$ cat src/rtl/mem_access.sv
// rtl/mem_access.sv - memory stage: single-beat load/store bus access, load alignment/extension, writeback register
module mem_access #(
  parameter int ADDR_W = 64,
  parameter int XLEN   = 64
) (
  input  logic              clk,
  input  logic              reset,
  input  logic              e_valid,
  input  logic [63:0]       e_pc,
  input  logic [31:0]       e_instr,
  input  logic [XLEN-1:0]   e_result,
  input  logic [XLEN-1:0]   e_rd2,
  input  logic [4:0]        e_dst,
  input  logic              e_regwrite,
  input  logic              e_memread,
  input  logic              e_memwrite,
  input  logic [1:0]        e_size,
  input  logic              e_unsigned,
  output logic              stall_m,
  output logic              dreq_valid,
  output logic [ADDR_W-1:0] dreq_addr,
  output logic              dreq_write,
  output logic [7:0]        dreq_strobe,
  output logic [XLEN-1:0]   dreq_data,
  input  logic              dresp_data_ok,
  input  logic [XLEN-1:0]   dresp_data,
  output logic              m_valid,
  output logic [63:0]       m_pc,
  output logic [31:0]       m_instr,
  output logic [4:0]        m_dst,
  output logic              m_regwrite,
  output logic [XLEN-1:0]   m_result,
  output logic              m_misalign
);

  typedef enum logic [1:0] {IDLE, BUSY, DONE} state_t;

  state_t state, state_nxt;

  logic [ADDR_W-1:0] req_addr;
  logic              req_write;
  logic [7:0]        req_strobe;
  logic [XLEN-1:0]   req_data;
  logic [2:0]        req_off;
  logic [1:0]        req_size;
  logic              req_unsigned;
  logic [XLEN-1:0]   ld_raw;

  logic            is_mem;
  logic            misalign;
  logic            mis_mem;
  logic [7:0]      size_mask;
  logic [XLEN-1:0] ld_shift;
  logic [XLEN-1:0] ld_ext;

  assign is_mem = e_valid & (e_memread | e_memwrite);

  always_comb begin
    misalign  = 1'b0;
    size_mask = 8'h01;
    case (e_size)
      2'd0: begin misalign = 1'b0;                  size_mask = 8'h01; end
      2'd1: begin misalign = e_result[0];           size_mask = 8'h03; end
      2'd2: begin misalign = |e_result[1:0];        size_mask = 8'h0F; end
      default: begin misalign = |e_result[2:0];     size_mask = 8'hFF; end
    endcase
  end

  assign mis_mem = is_mem & misalign;

  always_comb begin
    state_nxt = state;
    stall_m   = 1'b0;
    case (state)
      IDLE: begin
        if (is_mem && !misalign) begin
          stall_m   = 1'b1;
          state_nxt = BUSY;
        end
      end
      BUSY: begin
        stall_m = 1'b1;
        if (dresp_data_ok) state_nxt = DONE;
      end
      DONE: begin
        // execute still holds the same instruction here, so never re-issue it
        state_nxt = IDLE;
      end
      default: state_nxt = IDLE;
    endcase
  end

  always_ff @(posedge clk) begin
    if (reset) state <= IDLE;
    else       state <= state_nxt;
  end

  always_ff @(posedge clk) begin
    if (reset) begin
      req_addr     <= '0;
      req_write    <= 1'b0;
      req_strobe   <= '0;
      req_data     <= '0;
      req_off      <= '0;
      req_size     <= '0;
      req_unsigned <= 1'b0;
      ld_raw       <= '0;
    end else begin
      if (state == IDLE && is_mem && !misalign) begin
        req_addr     <= {e_result[ADDR_W-1:3], 3'b000};
        req_write    <= e_memwrite;
        req_strobe   <= size_mask << e_result[2:0];
        req_data     <= e_rd2 << {e_result[2:0], 3'b000};
        req_off      <= e_result[2:0];
        req_size     <= e_size;
        req_unsigned <= e_unsigned;
      end
      if (state == BUSY && dresp_data_ok) ld_raw <= dresp_data;
    end
  end

  assign dreq_valid  = (state == BUSY);
  assign dreq_addr   = req_addr;
  assign dreq_write  = req_write;
  assign dreq_strobe = req_strobe;
  assign dreq_data   = req_data;

  always_comb begin
    ld_shift = ld_raw >> {req_off, 3'b000};
    ld_ext   = ld_shift;
    case (req_size)
      2'd0: ld_ext = req_unsigned ? {{(XLEN-8){1'b0}}, ld_shift[7:0]}
                                  : {{(XLEN-8){ld_shift[7]}}, ld_shift[7:0]};
      2'd1: ld_ext = req_unsigned ? {{(XLEN-16){1'b0}}, ld_shift[15:0]}
                                  : {{(XLEN-16){ld_shift[15]}}, ld_shift[15:0]};
      2'd2: ld_ext = req_unsigned ? {{(XLEN-32){1'b0}}, ld_shift[31:0]}
                                  : {{(XLEN-32){ld_shift[31]}}, ld_shift[31:0]};
      default: ld_ext = ld_shift;
    endcase
  end

  // Only DONE carries a completed load; every other accepted instruction passes e_result.
  always_ff @(posedge clk) begin
    if (reset) begin
      m_valid    <= 1'b0;
      m_pc       <= '0;
      m_instr    <= '0;
      m_dst      <= '0;
      m_regwrite <= 1'b0;
      m_result   <= '0;
      m_misalign <= 1'b0;
    end else if (!stall_m) begin
      m_valid    <= e_valid;
      m_pc       <= e_pc;
      m_instr    <= e_instr;
      m_dst      <= e_dst;
      m_regwrite <= e_regwrite & ~mis_mem;
      m_misalign <= mis_mem;
      m_result   <= (state == DONE && !req_write) ? ld_ext : e_result;
    end
  end

endmodule

$ cat config.mk
export PLATFORM = sky130hd
export DESIGN_NAME = mem_access
export DESIGN_NICKNAME = d
export VERILOG_FILES = /design/src/rtl/mem_access.sv
export SDC_FILE = /design/constraint.sdc
export NUM_CORES = 1
export LEC_CHECK = 0
export CELL_PAD_IN_SITES_DETAIL_PLACEMENT = 1
export CELL_PAD_IN_SITES_GLOBAL_PLACEMENT = 1
export CORE_ASPECT_RATIO = 0.8
export CORE_MARGIN = 3
export CORE_UTILIZATION = 25
export CTS_CLUSTER_DIAMETER = 50
export DETAILED_ROUTE_END_ITERATION = 8
export PLACE_DENSITY_LB_ADDON = 0.12
export SYNTH_ARGS = -nofsm -noshare
export SYNTH_HDL_FRONTEND = slang
export SYNTH_SLANG_ARGS = --single-unit
$ cat constraint.sdc
create_clock -name clk -period 2.4 [get_ports clk]
set_input_delay 0.36 -clock clk [delete_from_list [all_inputs] [get_ports clk]]
set_output_delay 0.36 -clock clk [all_outputs]
set_load 0.02 [all_outputs]
==> out/qor.csv, run 1 <==
stage,metric,value,unit
status,outcome,finished clean,
routing,ant_nets,0,
global_routing,grt_usage,0.2196,
routing,met2_length,41250,µm
setup_path,critical_path.startpoint_type,input pin,
sta,period_needed,2.335,ns
clock_tree,numCtsBuffers,49,
routing,routedWlPerCell,23.23,µm
logic_synthesis,yosysMostFrequentCell,nand2_1,
logic_synthesis,syn_area,17330,µm²
clock_tree,clk_pin_slew,0.06,ns
placement,port_buffers,606,
power,vdd_ir_drop_max,0.4167,mV
sta,hold_viol_final,0,
flow_run,maxCapViolCount,0,
clock_tree,cts_tree,yes,
routing,firstDrtPassIters,4,
logic_synthesis,synth_top_flop_cell,dfxtp_1,
setup_path,crit_path_end_kind,output pin,
floorplan,rows,85,
sta,max_freq,428.3,MHz
clock_tree,cts_max_level,2,
floorplan,core_area,67960,µm²
sta,skew,0.03378,ns
logic_synthesis,synth_cell_type_count,60,
cells_and_area,syn2layout_area_growth,54.67,%
floorplan,die_h,241.5,µm
setup_path,crit_fanout,3,
cells_and_area,fillers,7788,
floorplan,io_pins,610,
setup_path,critPathKind,in2out,
setup_path,crit_arrival,1.97,ns
global_routing,overflow,0,
routing,top_layer_used,met5,
logic_synthesis,ys_seq_area_frac,0.4321,
sta,worst_pin_slew,1.054,ns
clock_tree,cts-root-buf,clkbuf_16,
setup_path,required,2.04,ns
logic_synthesis,synth_seq_cells,374,
global_routing,grt_pass1_vias,18170,
power,power_density,679.4,nW/µm²
clock_tree,clk_latency,0.60,ns
logic_synthesis,synth.top_cell.area_share,0.4321,
cells_and_area,regArea,7495,µm²
sta,drv_slew,0,
routing,wl_met3,4909,µm
sta,period_share,0.9728,
logic_synthesis,synth_top_area_cell,dfxtp_1,
clock_tree,clock-sinks,374,
routing,via_per_inst,4.852,
floorplan,initial_core_util,0.2550,
logic_synthesis,yosys-top-cells-count,"633 x nand2_1, 374 x dfxtp_1, 320 x a21oi_1",
sta,whs,0.1562,ns
hold_path,hp-class,in2reg,
cells_and_area,final_layout_size_suffix_gt1_frac,0.1294,
logic_synthesis,avgSynthCellArea,8.355,µm²
logic_synthesis,synth_area_leaders,"dfxtp_1 43%, nand2_1 14%, a21oi_1 9.2%",
logic_synthesis,synth_async_sr_flop_share,0,
floorplan,die-area,72530,µm²
logic_synthesis,synth_cells,2074,
cells_and_area,final_util,0.3944,
global_routing,grt_max_degree,123,
cells_and_area,multi_input_area,8975,µm²
floorplan,die_w,300.3,µm
logic_synthesis,synth_edf_count,0,
routing,vias,17570,
placement,dp_hpwl,64190,µm
routing,drt_iter0_drc,976,
sta,relSlewSlack,0.2907,
logic_synthesis,yosysWarnings,0,
routing,wirelength_met1,35980,µm
global_routing,grt_antenna_before_repair,6,
power,p_leak,9.473,nW
routing,route.detailed.drc,0,
placement,place_congestion,0.8589,
global_routing,grt_pass1_wl,120600,µm
sta,setup_violations,0,
cells_and_area,nNetsFinal,2970,
clock_tree,cts_buffer_depth,3,
routing,routed_wl,84150,µm
per-layer routing:
layer  vias up  GRT usage
met2       413     0.3771
met3        98    0.05053
met5         -          0
met4         2    0.06283
met1      8641     0.2761
li1       8420          -
registers in the layout, indices dropped and copies added, names as in the netlist, 5 cells and up:
signal	count
dreq_data	64
ld_raw	64
m_pc	64
m_result	64
dreq_addr	61
m_instr	32
dreq_strobe	8
m_dst	5
worst max-delay path, cell delays in order:
cell,delay [ns]
clkdlybuf4s50_1,0.49
o21ai_1,0.11
buf_4,0.18
a2111oi_4,0.31
buf_4,0.18
nor2_4,0.05
clkinv_4,0.08
buf_12,0.11
buf_12,0.10
final timing paths:
check / startpoint / endpoint / slack (ns) / cells past startpoint
max: e_memwrite / stall_m / 0.07 / 9
min: reset / state[1]$_SDFFE_PP0P_ / 0.16 / 2
max reg2reg: req_off[1]$_SDFFE_PP0P_ / m_result[9]$_SDFFE_PP0N_ / 0.10 / 6
min reg2reg: dreq_data[15]$_SDFFE_PP0P_ / dreq_data[15]$_SDFFE_PP0P_ / 0.45 / 2
timing repair:
action                                  in CTS  in global routing
cloned                                       0                  1
pin swaps                                    0                  2
hold buffers                                 0                  0
endpoints found under the setup margin       4                 41
gates resized for setup                      5                  9
setup buffers                                2                  6
cell type report:
cell class	instances	share of cell area
inverters	4	0.0007470
flip-flops and latches	374	0.2796
well taps	913	0.04262
multi-input cells	1506	0.3349
clock inverters	24	0.01167
repair buffers	732	0.2779
diodes	4	0.0003735
clock buffers	65	0.05219
logic make-up (layout without fill, tap and decap cells):
logic type	after synthesis	count (layout)	synth area share
AO/OA/AOI/OAI	565	565	0.2103
buffers and inverters	196	825	0.05531
flip-flops	374	374	0.4321
multiplexers	156	156	0.1177
other	1	7	0.0002164
AND/OR/NAND/NOR	782	782	0.1844
per-stage QoR:
stage / area (µm²) / setup slack (ns) / total power, mW / setup TNS (ns) / cells
CTS: 26690 / 0.01138 / 18.46 / 0 / 3611
detailed placement: 24950 / -0.2428 / 10.50 / -37.27 / 3520
floorplan: 17340 / 0.3471 / 8.532 / 0 / 2076
global placement: 24950 / -0.1689 / 10.45 / -23.58 / 3520
finish: 26800 / 0.06522 / 18.21 / 0 / 3622
global route: 26800 / -0.006485 / 18.98 / -0.009788 / 3621
where the power goes:
group	internal [mW]	switching (mW)	leakage, nW
clock network	4.77	3.06	0.850
logic	1.69	1.88	5.56
registers	6.57	0.233	3.07
placed cells by master (no fill, tap or decap), drive strengths merged, types with 33 or more instances in the layout:
master         count
mux4              35
a21oi            321
dfxtp            374
buf              129
nand2            633
clkdlybuf4s50    600
clkbuf            67
o211ai            40
o21ai             61
mux2i             92
a221oi            33
nor2              52
Power figures use the tool's default switching activity.
==> inputs of run 2 (changes only) <==
--- a/config.mk
+++ b/config.mk
@@ -5,9 +5,9 @@
 export SDC_FILE = /design/constraint.sdc
 export NUM_CORES = 1
 export LEC_CHECK = 0
+export ABC_AREA = 1
 export CELL_PAD_IN_SITES_DETAIL_PLACEMENT = 1
 export CELL_PAD_IN_SITES_GLOBAL_PLACEMENT = 1
-export CORE_ASPECT_RATIO = 0.8
 export CORE_MARGIN = 3
 export CORE_UTILIZATION = 25
 export CTS_CLUSTER_DIAMETER = 50
==> run 2 against run 1 <==
Register-to-register slack improved by 0.21 ns; maximum frequency barely moved; die area rose by 0.15%; worst hold slack got worse by 0.095 ns; synthesized area rose by 0.18%; largest cell class unchanged; non-clock buffer count fell by 39; via count rose by 11%; utilization fell by 0.30 points; clock skew rose by 0.0020 ns; worst setup slack improved by 0.0017 ns.
==> out/qor.csv, run 2 <==
stage,metric,value,unit
clock_tree,clk_pin_slew,0.06,ns
routing,route.detailed.drc,0,
logic_synthesis,yosysMostFrequentCell,nand2_1,
floorplan,core_area,67990,µm²
sta,skew,0.03579,ns
floorplan,die_w,269.5,µm
power,power_density,743.9,nW/µm²
logic_synthesis,yosys-top-cells-count,"669 x nand2_1, 374 x dfxtp_1, 312 x o21ai_0",
setup_path,max_stage_delay,0.48,ns
clock_tree,numCtsBuffers,60,
floorplan,rows,95,
power,finalPower,19.79,mW
setup_path,r2r_setup_slack,0.31,ns
setup_path,critPathKind,in2out,
setup_path,worst-path-buf-inv,4,
logic_synthesis,synth_seq_cells,374,
sta,period_needed,2.333,ns
logic_synthesis,yosysWarnings,0,
hold_path,hp-class,in2reg,
power,seqPwrFrac,0.349,
global_routing,grt_pass1_wl,130300,µm
setup_path,crit_path_end_kind,output pin,
logic_synthesis,synth_cell_type_count,33,
flow_run,maxCapViolCount,0,
sta,period_share,0.9721,
setup_path,worstRegToRegCells,9,
cells_and_area,final_cell_mix,"668 x nand2_1, 600 x clkdlybuf4s50_1, 373 x dfxtp_1",
routing,firstDrtPassIters,5,
logic_synthesis,synth_top_flop_cell,dfxtp_1,
power,p_int,13.83,mW
placement,dp_hpwl,67060,µm
logic_synthesis,synth_async_sr_flop_share,0,
logic_synthesis,synth_top_area_cell,dfxtp_1,
setup_path,crit_slowest_cell,clkdlybuf4s50_1,
hold_path,hold_depth,2,
cells_and_area,nNetsFinal,3378,
global_routing,grt_pass1_vias,20040,
setup_path,cp_num_cells,8,
logic_synthesis,syn_area,17360,µm²
setup_path,crit_arrival,1.97,ns
global_routing,overflow,0,
sta,drv_slew,0,
sta,hold_viol_final,0,
power,vdd_ir_drop_max,0.5307,mV
clock_tree,clk_latency,0.61,ns
global_routing,grt_max_degree,136,
status,outcome,finished clean,
routing,via_per_inst,4.793,
floorplan,initial_core_util,0.2553,
placement,placed_cells,3933,
sta,max_freq,428.6,MHz
routing,routedWlPerCell,21.47,µm
clock_tree,cts_max_level,2,
power,switching_share,0.3012,
global_routing,grt_usage,0.2309,
logic_synthesis,synth.top_cell.area_share,0.4313,
setup_path,crit_family,buffers and inverters,
setup_path,required,2.04,ns
cells_and_area,syn2layout_area_growth,53.27,%
sta,fin_setup_tns,0,ns
routing,routed_wl,87010,µm
floorplan,die-area,72640,µm²
power,combPwrFrac,0.204,
routing,drt_iter0_drc,1081,
cells_and_area,fillers,8297,
placement,port_buffers,606,
floorplan,io_pins,610,
placement,place_congestion,0.8946,
logic_synthesis,avgSynthCellArea,6.859,µm²
logic_synthesis,synth_edf_count,0,
power,switchingPower,5.962,mW
sta,rsz0062_at_grt,false,
sta,relSlewSlack,0.4285,
cells_and_area,fin_cells,4052,
sta,setup_violations,0,
setup_path,crit_fanout,10,
clock_tree,cts_buffer_depth,3,
global_routing,grt_antenna_before_repair,13,
logic_synthesis,synth_area_leaders,"dfxtp_1 43%, nand2_1 14%, o21ai_0 9.0%",
power,p_leak,10.38,nW
clock_tree,clock-sinks,374,
routing,ant_nets,0,
floorplan,die_h,269.5,µm
clock_tree,cts-root-buf,clkbuf_16,
setup_path,cpMostUsedCell,buf_4,
sta,worst_pin_slew,0.8483,ns
setup_path,critical_path.startpoint_type,input pin,
routing,vias,19420,
clock_tree,cts_tree,yes,
logic_synthesis,synth_cells,2531,
setup_path,crit_chain,"clkdlybuf4s50_1, o21ai_1, nor3_2, buf_4, nand2_8, nand2_4, buf_4, buf_4",
cells_and_area,final_layout_size_suffix_gt1_frac,0.08712,
logic_synthesis,ys_seq_area_frac,0.4313,
cells_and_area,final_common_cell,nand2_1,
power,clockPowerShare,0.447,
==> run 2: worst paths after layout <==
check                                              from                         to
worst max-delay path                         e_memwrite                    stall_m
worst min-delay path                              reset    m_misalign$_SDFFE_PP0N_
worst max register to register  req_off[1]$_SDFFE_PP0P_  m_result[21]$_SDFFE_PP0N_
worst min register to register   ld_raw[3]$_SDFFE_PP0P_     ld_raw[3]$_SDFFE_PP0P_
==> run 2: cell type report <==
type / count / area [µm²] / area share
Multi-Input combinational cell: 1858 / 8569 / 0.3221
Tap cell: 921 / 1152 / 0.04331
Antenna cell: 9 / 22.52 / 0.0008465
Inverter: 88 / 342.8 / 0.01289
Sequential cell: 374 / 7488 / 0.2814
Clock inverter: 34 / 374.1 / 0.01406
Clock buffer: 75 / 1680 / 0.06316
Timing Repair Buffer: 693 / 6977 / 0.2622
==> run 2: logic make-up after synthesis <==
family                 after synthesis  share of synthesized area
flip-flops                         374                     0.4313
buffers and inverters              301                    0.07770
multiplexers                        20                    0.01153
AO/OA/AOI/OAI                      678                     0.2027
other                                1                  0.0002160
AND/OR/NAND/NOR                   1157                     0.2766
==> run 2: power by group through the flow <==
stage               Clock, mW  Sequential, mW  Combinational [mW]
floorplan                   0            7.46                1.47
global placement            0            7.01                4.01
detailed placement          0            7.03                4.06
CTS                      9.09            6.90                4.08
global route             9.36            6.95                4.36
finish                   8.85            6.90                4.04
==> run 2: repair_timing <==
action / in CTS / in global routing
gates cloned: 0 / 0
gates resized for setup: 2 / 2
hold buffers: 0 / 0
setup buffers: 0 / 1
endpoints found under the setup margin: 2 / 1
pin swaps: 0 / 1
==> run 2: per-stage QoR <==
| step | setup WS [ns] | instance area (µm²) | util | hold WS [ns] |
|---|---|---|---|---|
| 3_5_place_dp | -0.1549 | 24510 | 0.3605 | 0.4537 |
| 5_1_grt | 0.003182 | 26600 | 0.3912 | 0.02925 |
| 2_1_floorplan | 0.7060 | 17370 | - | 0.4379 |
| 3_3_place_gp | -0.1379 | 24510 | 0.3605 | 0.4507 |
| 4_1_cts | 0.01050 | 26570 | 0.3907 | 0.02900 |
| 6_report | 0.06691 | 26610 | 0.3913 | 0.06088 |
==> run 2: metal layers <==
| layer | part of all wire | wire (µm) | vias up | track usage |
|---|---|---|---|---|
| met2 | 0.49 | 42420 | 513 | 0.4006 |
| li1 | - | - | 9508 | - |
| met1 | 0.43 | 37340 | 9292 | 0.2849 |
| met5 | 0.00049 | 43 | - | 0 |
| met4 | 0.023 | 2015 | 6 | 0.06480 |
| met3 | 0.060 | 5187 | 101 | 0.05521 |
==> run 2: worst register-to-register path: stages, from the launching register on <==
cell and delay, ns:
dfxtp_1 0.33, clkinv_1 0.10, buf_4 0.24, nand3_1 0.15
nand3_1 0.09, nand2_1 0.13, nand2_1 0.18, nand2_2 0.21
o21ai_0 0.42, a21oi_1 0.11
==> inputs of run 3 (changes only) <==
--- a/config.mk
+++ b/config.mk
@@ -12,7 +12,8 @@
 export CORE_UTILIZATION = 25
 export CTS_CLUSTER_DIAMETER = 50
 export DETAILED_ROUTE_END_ITERATION = 8
-export PLACE_DENSITY_LB_ADDON = 0.12
+export PLACE_DENSITY_LB_ADDON = 0.1
+export SKIP_LAST_GASP = 1
 export SYNTH_ARGS = -nofsm -noshare
 export SYNTH_HDL_FRONTEND = slang
 export SYNTH_SLANG_ARGS = --single-unit
==> run 3 against run 2 <==
Power fell by 3.5%; worst setup slack improved by 0.045 ns; worst hold slack improved by 0.17 ns; via count fell by 0.47%; combinational power rose by 2%; critical path depth did not move; utilization fell by 0.20 points; die area did not move; largest cell class unchanged; register-to-register slack got worse by 0.13 ns; flip-flop and latch count did not move.
==> out/qor.csv, run 3 (synthesis results as in run 2) <==
stage,metric,value,unit
floorplan,io_pins,610,
placement,placed_cells,3927,
setup_path,critPathKind,in2out,
clock_tree,clock-sinks,374,
global_routing,grt_pass1_wl,131000,µm
floorplan,core_area,67990,µm²
hold_path,hold_depth,3,
setup_path,crit_family,buffers and inverters,
sta,drv_slew,0,
setup_path,cp_num_cells,8,
setup_path,critical_path.startpoint_type,input pin,
setup_path,worst-path-buf-inv,4,
floorplan,die_w,269.5,µm
hold_path,hp-class,in2reg,
cells_and_area,final_layout_size_suffix_gt1_frac,0.08049,
sta,hold_viol_final,0,
clock_tree,numCtsBuffers,54,
global_routing,grt_pass1_vias,19660,
sta,relSlewSlack,0.3115,
status,outcome,finished clean,
cells_and_area,nNetsFinal,3369,
setup_path,crit_chain,"clkdlybuf4s50_1, inv_1, o21ai_2, nand3_2, nand2_8, nand2_4, buf_16, buf_12",
power,vdd_ir_drop_max,0.4777,mV
setup_path,max_stage_delay,0.58,ns
routing,ant_nets,0,
setup_path,crit_slowest_cell,clkdlybuf4s50_1,
sta,max_freq,437.1,MHz
cells_and_area,fillers,8281,
cells_and_area,multi_input_area,8577,µm²
cells_and_area,fin_cells,4036,
setup_path,crit_path_end_kind,output pin,
power,power_density,721.7,nW/µm²
sta,worst_pin_slew,1.033,ns
global_routing,overflow,0,
clock_tree,clk_latency,0.61,ns
sta,fin_ws,0.1123,ns
setup_path,crit_fanout,5,
cells_and_area,syn2layout_area_growth,52.51,%
routing,routedWlPerCell,21.98,µm
floorplan,die_h,269.5,µm
placement,place_congestion,0.8838,
routing,firstDrtPassIters,5,
routing,route.detailed.drc,0,
power,p_leak,10.29,nW
sta,rsz0062_at_grt,false,
clock_tree,clk_pin_slew,0.06,ns
cells_and_area,final_cell_mix,"668 x nand2_1, 600 x clkdlybuf4s50_1, 373 x dfxtp_1",
sta,period_needed,2.288,ns
sta,period_share,0.9532,
setup_path,required,2.04,ns
cells_and_area,final_common_cell,nand2_1,
global_routing,grt_max_degree,199,
global_routing,grt_usage,0.2342,
cells_and_area,regArea,7488,µm²
placement,dp_hpwl,66640,µm
setup_path,crit_arrival,1.93,ns
routing,via_per_inst,4.789,
clock_tree,cts_tree,yes,
clock_tree,cts-root-buf,clkbuf_16,
floorplan,die-area,72640,µm²
floorplan,initial_core_util,0.2553,
clock_tree,cts_max_level,2,
flow_run,maxCapViolCount,0,
placement,pre_cts_slack,-0.1412,ns
routing,drt_iter0_drc,1240,
sta,setup_violations,0,
placement,port_buffers,606,
sta,skew,0.02670,ns
global_routing,grt_antenna_before_repair,12,
floorplan,rows,95,
clock_tree,cts_buffer_depth,3,
setup_path,worstRegToRegCells,10,
routing,vias,19330,
routing,routed_wl,88720,µm
run 3: cell count changes in the layout (fill, tap and decap cells not counted), sizes merged:
cell    change
bufbuf      +2
buf         -5
clkinv      +1
bufinv      +1
inv        -12
clkbuf      -3
run 3: final cells by class:
| type | instances | area share |
|---|---|---|
| Clock inverter | 24 | 0.01248 |
| Antenna cell | 9 | 0.0008507 |
| Clock buffer | 72 | 0.05662 |
| Multi-Input combinational cell | 1858 | 0.3240 |
| Sequential cell | 374 | 0.2829 |
| Tap cell | 921 | 0.04353 |
| Inverter | 88 | 0.01295 |
| Timing Repair Buffer | 690 | 0.2667 |
run 3: final timing paths:
| check | from | end | slack [ns] |
|---|---|---|---|
| max reg2reg | req_off[0]$_SDFFE_PP0P_ | m_result[20]$_SDFFE_PP0N_ | 0.18 |
| min reg2reg | m_dst[0]$_SDFFE_PP0N_ | m_dst[0]$_SDFFE_PP0N_ | 0.46 |
| min | dresp_data_ok | ld_raw[4]$_SDFFE_PP0P_ | 0.23 |
| max | e_size[0] | stall_m | 0.11 |
run 3: through the flow:
stage                       util  TNS (ns)  power, mW  hold slack (ns)  area [µm²]
final                     0.3894         0      19.11           0.2311       26470
after global routing      0.3893         0      20.00           0.2311       26470
after CTS                 0.3889         0      19.38           0.1957       26440
after detailed placement  0.3606    -5.727      11.11           0.4528       24520
after global placement    0.3606    -1.020      11.05           0.4497       24520
after floorplan                -         0      8.923           0.4379       17370
run 3: tightest hold or removal path, cell delays in order:
cell and delay (ns):
buf_2 0.22, nand3_1 0.13, a21oi_1 0.06
run 3: repair_timing:
action / CTS / global route
setup buffers: 2 / 0
gates cloned: 2 / 0
pin swaps: 1 / 0
endpoints found under the hold margin: 0 / 0
setup endpoints to repair: 2 / 19
resized for setup: 3 / 2
hold buffers: 0 / 0
run 3: per-layer routing:
metal	vias up	GRT usage	wire [µm]
met2	522	0.3920	41990
li1	9453	-	-
met4	6	0.08007	2760
met1	9226	0.2951	38490
met5	-	0	35
met3	121	0.05601	5432
run 3: where the power goes:
part           total, mW  switching, mW  internal (mW)
Clock               8.10           3.15           4.94
Sequential          6.90          0.246           6.65
Combinational       4.11           2.34           1.77
